`config.mk`:
```
export PLATFORM = sky130hd
export DESIGN_NAME = remote_comm
export DESIGN_NICKNAME = d
export VERILOG_FILES = /design/src/rtl/remote_comm.sv
export SDC_FILE = /design/constraint.sdc
export NUM_CORES = 1
export LEC_CHECK = 0
export CORE_ASPECT_RATIO = 2
export CORE_UTILIZATION = 42
export CTS_CLUSTER_SIZE = 30
export DETAILED_ROUTE_END_ITERATION = 10
export PLACE_DENSITY_LB_ADDON = 0.25
export SLEW_MARGIN = 25
export SYNTH_ARGS = -nofsm -noshare
export SYNTH_HDL_FRONTEND = slang
export SYNTH_SLANG_ARGS = --single-unit
```
`constraint.sdc`:
```
create_clock -name clk -period 7.4 [get_ports clk]
set_clock_uncertainty 0.05 [all_clocks]
set_input_delay 2.22 -clock clk [delete_from_list [all_inputs] [get_ports clk]]
set_output_delay 2.22 -clock clk [all_outputs]
set_load 0.01 [all_outputs]
```
`src/rtl/remote_comm.sv`:
```
// Knight's Tour bench-side link: sends a 16-bit command as two UART bytes (high first)
// and captures the robot's one-byte response. REMOTE_COMM_CHKSUM_EN appends an XOR checksum byte.
module remote_comm #(
    parameter int BAUD_DIV = 2604
) (
    input  logic        clk,
    input  logic        rst,
    input  logic        RX,
    output logic        TX,
    input  logic [15:0] cmd,
    input  logic        send_cmd,
    output logic        cmd_sent,
    output logic        resp_rdy,
    output logic [7:0]  resp
);

    localparam int CNT_W = $clog2(BAUD_DIV);
    localparam logic [CNT_W-1:0] BAUD_LAST = CNT_W'(BAUD_DIV - 1);
    localparam logic [CNT_W-1:0] HALF_LAST = CNT_W'(BAUD_DIV / 2 - 1);

`ifdef REMOTE_COMM_CHKSUM_EN
    typedef enum logic [2:0] {IDLE, SEND_HI, SEND_LO, SEND_CK, DONE} tx_state_t;
`else
    typedef enum logic [1:0] {IDLE, SEND_HI, SEND_LO, DONE} tx_state_t;
`endif
    typedef enum logic [1:0] {RX_IDLE, RX_START, RX_DATA, RX_STOP} rx_state_t;

    tx_state_t        tx_state, tx_next;
    logic [9:0]       tx_shift;
    logic [CNT_W-1:0] tx_baud;
    logic [3:0]       tx_bit;
    logic             tx_active;
    logic             frame_done;
    logic             accept;
    logic             load_frame;
    logic [7:0]       load_byte;
    logic             set_sent;
    logic [7:0]       cmd_lo;
`ifdef REMOTE_COMM_CHKSUM_EN
    logic [7:0]       cmd_hi;
`endif

    rx_state_t        rx_state, rx_next;
    logic             rx_meta, rx_sync, rx_prev;
    logic [CNT_W-1:0] rx_cnt;
    logic [2:0]       rx_bits;
    logic [7:0]       rx_shift;
    logic             rx_cnt_clr;
    logic             start_ok;
    logic             sample_bit;
    logic             load_resp;

    assign TX = tx_shift[0];
    assign frame_done = tx_active && (tx_baud == BAUD_LAST) && (tx_bit == 4'd9);

    always_ff @(posedge clk or posedge rst) begin
        if (rst)
            tx_state <= IDLE;
        else
            tx_state <= tx_next;
    end

    // Command sequencer: each frame is loaded the cycle the previous one ends, so bytes are gapless.
    always_comb begin
        tx_next    = tx_state;
        accept     = 1'b0;
        load_frame = 1'b0;
        load_byte  = 8'h00;
        set_sent   = 1'b0;
        case (tx_state)
            IDLE: begin
                if (send_cmd) begin
                    accept     = 1'b1;
                    load_frame = 1'b1;
                    load_byte  = cmd[15:8];
                    tx_next    = SEND_HI;
                end
            end
            SEND_HI: begin
                if (frame_done) begin
                    load_frame = 1'b1;
                    load_byte  = cmd_lo;
                    tx_next    = SEND_LO;
                end
            end
            SEND_LO: begin
                if (frame_done) begin
`ifdef REMOTE_COMM_CHKSUM_EN
                    load_frame = 1'b1;
                    load_byte  = cmd_hi ^ cmd_lo;
                    tx_next    = SEND_CK;
`else
                    tx_next    = DONE;
`endif
                end
            end
`ifdef REMOTE_COMM_CHKSUM_EN
            SEND_CK: begin
                if (frame_done)
                    tx_next = DONE;
            end
`endif
            DONE: begin
                set_sent = 1'b1;
                tx_next  = IDLE;
            end
            default: tx_next = IDLE;
        endcase
    end

    // Shifting in ones keeps the line idle-high once the stop bit has gone out.
    always_ff @(posedge clk or posedge rst) begin
        if (rst) begin
            tx_shift  <= '1;
            tx_baud   <= '0;
            tx_bit    <= '0;
            tx_active <= 1'b0;
        end else if (load_frame) begin
            tx_shift  <= {1'b1, load_byte, 1'b0};
            tx_baud   <= '0;
            tx_bit    <= '0;
            tx_active <= 1'b1;
        end else if (tx_active) begin
            if (tx_baud == BAUD_LAST) begin
                tx_baud  <= '0;
                tx_shift <= {1'b1, tx_shift[9:1]};
                if (tx_bit == 4'd9) begin
                    tx_bit    <= '0;
                    tx_active <= 1'b0;
                end else begin
                    tx_bit <= tx_bit + 4'd1;
                end
            end else begin
                tx_baud <= tx_baud + 1'b1;
            end
        end
    end

    always_ff @(posedge clk or posedge rst) begin
        if (rst) begin
            cmd_lo   <= 8'h00;
`ifdef REMOTE_COMM_CHKSUM_EN
            cmd_hi   <= 8'h00;
`endif
            cmd_sent <= 1'b0;
        end else begin
            if (accept) begin
                cmd_lo   <= cmd[7:0];
`ifdef REMOTE_COMM_CHKSUM_EN
                cmd_hi   <= cmd[15:8];
`endif
                cmd_sent <= 1'b0;
            end else if (set_sent) begin
                cmd_sent <= 1'b1;
            end
        end
    end

    always_ff @(posedge clk or posedge rst) begin
        if (rst) begin
            rx_meta <= 1'b1;
            rx_sync <= 1'b1;
            rx_prev <= 1'b1;
        end else begin
            rx_meta <= RX;
            rx_sync <= rx_meta;
            rx_prev <= rx_sync;
        end
    end

    always_ff @(posedge clk or posedge rst) begin
        if (rst)
            rx_state <= RX_IDLE;
        else
            rx_state <= rx_next;
    end

    // Receiver: validate the start bit at its midpoint, then sample every bit period from there.
    always_comb begin
        rx_next    = rx_state;
        rx_cnt_clr = 1'b0;
        start_ok   = 1'b0;
        sample_bit = 1'b0;
        load_resp  = 1'b0;
        case (rx_state)
            RX_IDLE: begin
                rx_cnt_clr = 1'b1;
                if (rx_prev && !rx_sync)
                    rx_next = RX_START;
            end
            RX_START: begin
                if (rx_cnt == HALF_LAST) begin
                    rx_cnt_clr = 1'b1;
                    if (rx_sync) begin
                        rx_next = RX_IDLE;
                    end else begin
                        start_ok = 1'b1;
                        rx_next  = RX_DATA;
                    end
                end
            end
            RX_DATA: begin
                if (rx_cnt == BAUD_LAST) begin
                    rx_cnt_clr = 1'b1;
                    sample_bit = 1'b1;
                    if (rx_bits == 3'd7)
                        rx_next = RX_STOP;
                end
            end
            RX_STOP: begin
                if (rx_cnt == BAUD_LAST) begin
                    rx_cnt_clr = 1'b1;
                    load_resp  = 1'b1;
                    rx_next    = RX_IDLE;
                end
            end
            default: rx_next = RX_IDLE;
        endcase
    end

    always_ff @(posedge clk or posedge rst) begin
        if (rst) begin
            rx_cnt   <= '0;
            rx_bits  <= '0;
            rx_shift <= 8'h00;
            resp     <= 8'h00;
            resp_rdy <= 1'b0;
        end else begin
            rx_cnt <= rx_cnt_clr ? '0 : rx_cnt + 1'b1;
            if (start_ok)
                rx_bits <= '0;
            else if (sample_bit)
                rx_bits <= rx_bits + 3'd1;
            if (sample_bit)
                rx_shift <= {rx_sync, rx_shift[7:1]};
            if (load_resp)
                resp <= rx_shift;
            if (load_resp)
                resp_rdy <= 1'b1;
            else if (start_ok || accept)
                resp_rdy <= 1'b0;
        end
    end

endmodule

```
==> out/results.ini, run 1 <==
[sta]
finalMaxSlewViolations = 0
fmax_mhz = 257
tns_ns = 0
finalCriticalPeriod_ns = 3.89
hold_viol = 0
slew_headroom = 0.326
worst_slew_pin_slew_ns = 1.01
setup_slack_ns = 3.51
finalCritPeriodShare = 0.525
setup_viol = 0
rsz0062_at_grt = no

[cells_and_area]
final_nets = 414
seqCellArea_sq_um = 1870
final_cell_mix = dfrtp_1 (62), nand2_1 (49), nor2_1 (35), clkdlybuf4s50_1 (30), nand3_1 (21)
area_growth_pct = 20.5
final_common_cell = dfrtp_1
multi_input_area_sq_um = 1640
n_antenna_cell = 0
drive_gt1_frac = 0.134
num-fill-cells = 768

[cts]
htreeDepth = 3
cts_buffers = 9
holdBufCountCts = 0
cts_buffer_depth = 2
cts_setup_buffers = 0
clkSlewWorstSetupHoldPaths_ns = 0.06
cts-resized-gates = 0
insertion_delay_ns = 0.33
clock_sinks = 74
cts-root-buf = clkbuf_16
cts_tree = yes

[worst_setup_path]
r2r_end = tx_bit[2]$_DFFE_PP0P_
setup.worst_path.class = input pin to register
worstRegToRegCells = 4
cp-end-kind = register
arrival_ns = 4.09
worstReg2RegStart = tx_baud[8]$_DFFE_PP0P_
cp-start-kind = input pin
required_ns = 7.60
r2r_slack_ns = 4.84
path_max_fanout = 26

[hold_path]
min_to = rx_sync$_DFF_PP1_
worstHoldStart = rx_meta$_DFF_PP1_
hold_class = register to register
hold_depth = 0

[floorplan]
initial_core_util = 0.433
ios = 31
die_width_um = 67.4
die-area_sq_um = 8950
fp.dieH_um = 133
core_area_sq_um = 8290
fp-row-count = 47

[place]
place_hpwl_um = 5300
io_buffers = 30
place_congestion = 0.837
pre_cts_ws_ns = 3.18

[route]
drt-initial-drc-count = 111
wirelength_um = 7420
drc = 0
wl_per_cell_um = 15.3
routed-via-count = 2720
vias_per_cell = 5.60
first_pass_iters = 4
ant_nets = 0

[global_route]
grt_overflow_total = 0
use_met1 = 0.186
grt_util_met2 = 0.343
grt_pass1_wl_um = 12600
grt_use_total = 0.187
antenna_found_initial = 0
gr-usage-met3 = 0.0414
grt_max_degree = 75
busiest_layer = met2
grt_pass1_vias = 2788

[yosys]
async_flop_share = 1.00
yosys_warnings = 0
synth_ff_type = dfrtp_1
syn_area_per_cell_sq_um = 10.1
yosysSeqAreaShare = 0.520
synth.net_count = 386
synth_edf_count = 0
synthCells = 355
synth_area_sq_um = 3590
synth_seq_cells = 74
synth_cell_types = 45

[power]
internal_power_mw = 0.960
peakVddDrop_v = 0.000170
seqPwrFrac = 0.430
total_power_mw = 1.37
p_leak_nw = 1.94
p_clk_frac = 0.353
switching_share = 0.301
powerDensity_nw_per_um2 = 317
p_switching_mw = 0.412
combPwrFrac = 0.218

[outcome]
outcome = finished, final reports clean

[job]
drv_cap = 0

-- cell type report --
class | count | share of cell area
clock inverter | 4 | 0.0168
timing repair buffer | 33 | 0.0754
sequential | 74 | 0.431
inverter | 10 | 0.00867
tap | 98 | 0.0283
multi-input combinational | 255 | 0.378
clock buffer | 12 | 0.0616
-- cells in the mapped netlist (3+ instances only) --
cell type	instances	area, sq um
a21boi_0	8	60.1
a21oi_1	12	60.1
a31oi_1	7	43.8
and3_1	3	18.8
clkbuf_1	13	48.8
dfrtp_1	62	1550
dfstp_2	12	315
ha_1	11	138
inv_1	10	37.5
mux2_2	17	191
nand2_1	49	184
nand2b_1	3	18.8
nand3_1	21	105
nand4_1	13	81.3
nor2_1	35	131
nor3b_1	3	22.5
nor4_1	5	31.3
nor4b_1	4	35.0
o21ai_0	7	35.0
or3_1	7	43.8
or4_1	5	37.5
xnor2_1	8	70.1
xor2_1	8	70.1
-- flip-flops by register name, indices dropped and copies added (netlist names), 2 cells and up, named ones only --
| name | count |
|---|---|
| rx_shift | 8 |
| tx_bit | 4 |
| tx_shift | 9 |
| rx_bits | 3 |
| tx_baud | 12 |
| resp | 8 |
| cmd_lo | 8 |
| tx_state | 2 |
| rx_cnt | 12 |
-- routing by layer --
layer | share of wire | vias up
li1 | - | 1313
met1 | 0.37 | 1357
met2 | 0.58 | 34
met3 | 0.025 | 16
met4 | 0.025 | 0
met5 | 0 | -
-- worst max-delay path by stage --
stage	start	slack, ns	to
3_5_place_dp	send_cmd	3.18	tx_shift[1]$_DFFE_PP1P_
4_1_cts	send_cmd	3.52	tx_shift[1]$_DFFE_PP1P_
6_report	send_cmd	3.51	tx_shift[1]$_DFFE_PP1P_
5_1_grt	send_cmd	3.40	tx_shift[2]$_DFFE_PP1P_
2_1_floorplan	rst	3.27	async pin
3_3_place_gp	send_cmd	3.23	tx_shift[2]$_DFFE_PP1P_
-- kinds of logic after synthesis --
group / after synthesis / synth area share
AOI/OAI and AO/OA: 48 / 0.0892
xor gates and xnor gates: 16 / 0.0390
buffers and inverters: 26 / 0.0279
adders and majority gates: 11 / 0.0383
and+or+nand+nor: 163 / 0.233
muxes: 17 / 0.0533
DFF: 74 / 0.520
-- through the flow --
step	instance area (sq um)	cells	hold slack (ns)	utilization
6_report	4330	486	0.307	0.522
5_1_grt	4330	486	0.310	0.522
4_1_cts	4330	486	0.307	0.522
3_5_place_dp	3990	470	0.299	0.481
3_3_place_gp	3990	470	0.295	0.481
2_1_floorplan	3590	355	0.295	-
-- worst max-delay path, cell delays in order --
cell	delay, ns
clkdlybuf4s50_1	0.45
nand2_1	0.60
o41ai_4	0.19
buf_4	0.26
a21boi_0	0.15
a31oi_1	0.22
-- power by group through the flow --
stage | combinational (mW) | clock (mW) | sequential (mW)
after global placement | 0.295 | 0 | 0.588
after floorplan | 0.254 | 0 | 0.554
after detailed placement | 0.302 | 0 | 0.595
after CTS | 0.305 | 0.496 | 0.588
final | 0.299 | 0.484 | 0.590
after global routing | 0.347 | 0.516 | 0.603
Note: power is estimated with default switching activity, not from simulation.
==> inputs of run 2 (changes only) <==
clock period = 3.8 ns   (was 7.4 ns; I/O delays follow)
==> run 2 against run 1 <==
First-iteration DRC count is 35% higher. Sequential cell count stayed put. Die area stayed put. Core utilization is 0.11 points higher. Cell count is 0.82% higher. Non-clock buffer count is 4 higher. Hold slack worse by 0.0022 ns. Critical path type unchanged. Critical endpoint is now tx_baud[11]$_DFFE_PP0P_. Largest cell class unchanged.
==> out/results.ini, run 2 (same netlist as run 1, synthesis figures left out) <==
[route]
routed-via-count = 2703  ; -0.63%
wirelength_um = 7580  ; +2.1%
first_pass_iters = 4  ; unchanged
ant_nets = 0  ; unchanged
vias_per_cell = 5.52  ; -1.4%
drt-initial-drc-count = 150  ; +35%
wl_per_cell_um = 15.5  ; +1.3%
drc = 0  ; unchanged

[global_route]
grt_pass1_vias = 2727  ; -2.2%
grt_overflow_total = 0  ; unchanged
grt_pass1_wl_um = 12500  ; -0.71%
antenna_found_initial = 0  ; unchanged
grt_use_total = 0.187  ; -0.000674
grt_max_degree = 43  ; -43%

[sta]
tns_ns = 0  ; unchanged
hold_viol = 0  ; unchanged
finalCriticalPeriod_ns = 2.77
rsz0062_at_grt = no
finalCritPeriodShare = 0.730
fmax_mhz = 361
slew_headroom = 0.302  ; -0.0235
finalMaxSlewViolations = 0  ; unchanged
worst_slew_pin_slew_ns = 1.04  ; +0.0317 ns
setup_viol = 0  ; unchanged

[worst_setup_path]
r2r_end = tx_baud[11]$_DFFE_PP0P_
required_ns = 4.00  ; -3.60 ns
arrival_ns = 2.97  ; -1.12 ns
setup.worst_path.class = input pin to register
r2r_slack_ns = 1.27  ; -3.57 ns
cp-end-kind = register
path_max_fanout = 6  ; -77%
cp-start-kind = input pin
worstRegToRegCells = 4  ; unchanged
worstReg2RegStart = tx_baud[8]$_DFFE_PP0P_

[cts]
cts_tree = yes
clock_sinks = 74  ; unchanged
insertion_delay_ns = 0.33  ; about the same
cts_setup_buffers = 0  ; unchanged
cts_buffer_depth = 2  ; unchanged
holdBufCountCts = 0  ; unchanged
cts-resized-gates = 0  ; unchanged
htreeDepth = 3  ; unchanged
clkSlewWorstSetupHoldPaths_ns = 0.06  ; about the same
cts_buffers = 9  ; unchanged
cts-root-buf = clkbuf_16

[job]
drv_cap = 0  ; unchanged

[power]
powerDensity_nw_per_um2 = 613  ; +94%
switching_share = 0.307  ; +0.00650
internal_power_mw = 1.84  ; +92%
p_leak_nw = 1.95  ; +0.69%
combPwrFrac = 0.228  ; +0.010
p_clk_frac = 0.342  ; -0.011
p_switching_mw = 0.817  ; +98%
peakVddDrop_v = 0.000496  ; +190%
seqPwrFrac = 0.429  ; about the same

[floorplan]
die-area_sq_um = 8950  ; unchanged
die_width_um = 67.4  ; unchanged
initial_core_util = 0.433  ; unchanged
fp-row-count = 47  ; unchanged
ios = 31  ; unchanged
core_area_sq_um = 8290  ; unchanged
fp.dieH_um = 133  ; unchanged

[place]
dpl_cell_area_sq_um = 4010  ; +0.56%
io_buffers = 30  ; unchanged
place_congestion = 0.795  ; -5.1%
place_hpwl_um = 5440  ; +2.7%

[cells_and_area]
final_nets = 418  ; +0.97%
postLayoutCellArea_sq_um = 4340  ; +0.20%
area_growth_pct = 20.8
n_antenna_cell = 0  ; unchanged
seqCellArea_sq_um = 1870  ; unchanged
multi_input_area_sq_um = 1640  ; unchanged
drive_gt1_frac = 0.140  ; +0.00629
num-fill-cells = 781  ; +1.7%
final_cell_mix = dfrtp_1 (62), nand2_1 (49), nor2_1 (35), clkdlybuf4s50_1 (30), nand3_1 (21)
final_common_cell = dfrtp_1
reg.largest.list = rx_cnt x12, tx_baud x12, tx_shift x9

[hold_path]
min_to = rx_sync$_DFF_PP1_
hold_class = register to register
worstHoldStart = rx_meta$_DFF_PP1_
hold_depth = 0  ; unchanged

[outcome]
outcome = finished, final reports clean

[run 2: area by class of cell]
| cell class | count | share of cell area |
|---|---|---|
| flip-flops and latches | 74 | 0.430 |
| multi-input cells | 255 | 0.377 |
| repair buffers | 37 | 0.0813 |
| clock buffers | 11 | 0.0560 |
| well taps | 98 | 0.0283 |
| clock inverters | 5 | 0.0182 |
| inverters | 10 | 0.00865 |
[run 2: worst max-delay path by stage]
stage | from | to | slack (ns) | cells after the start
3_3_place_gp | send_cmd | tx_baud[11]$_DFFE_PP0P_ | 0.78 | 5
5_1_grt | send_cmd | tx_baud[11]$_DFFE_PP0P_ | 0.96 | 5
3_5_place_dp | send_cmd | tx_baud[11]$_DFFE_PP0P_ | 0.76 | 5
2_1_floorplan | rst | async pin | 0.75 | 1
4_1_cts | send_cmd | tx_baud[11]$_DFFE_PP0P_ | 1.04 | 5
6_report | send_cmd | tx_baud[11]$_DFFE_PP0P_ | 1.03 | 5
[run 2: critical path: stages]
cell	delay, ns
clkdlybuf4s50_1	0.52
a21oi_1	0.16
or3_1	0.46
or4_1	0.52
a21oi_1	0.17
[run 2: power by group through the flow]
stage,combinational [mW],sequential (mW),clock (mW)
floorplan,0.495,1.08,0
global placement,0.593,1.15,0
detailed placement,0.612,1.15,0
CTS,0.616,1.14,0.934
global route,0.690,1.17,0.967
finish,0.608,1.14,0.910
[run 2: routing by layer]
layer | GRT usage | vias to the layer above | routed length [um]
li1 | - | 1326 | -
met1 | 0.195 | 1335 | 2950
met2 | 0.341 | 31 | 4310
met3 | 0.0345 | 11 | 150
met4 | 0.0851 | 0 | 159
met5 | 0 | - | 0
[run 2: through the flow]
stage | instances | setup WS (ns) | hold WS [ns] | util | power, mW
floorplan | 355 | 0.748 | 0.295 | - | 1.57
global placement | 473 | 0.778 | 0.296 | 0.483 | 1.74
detailed placement | 473 | 0.757 | 0.298 | 0.483 | 1.77
CTS | 489 | 1.04 | 0.306 | 0.522 | 2.69
global route | 490 | 0.965 | 0.308 | 0.523 | 2.82
finish | 490 | 1.03 | 0.305 | 0.523 | 2.66
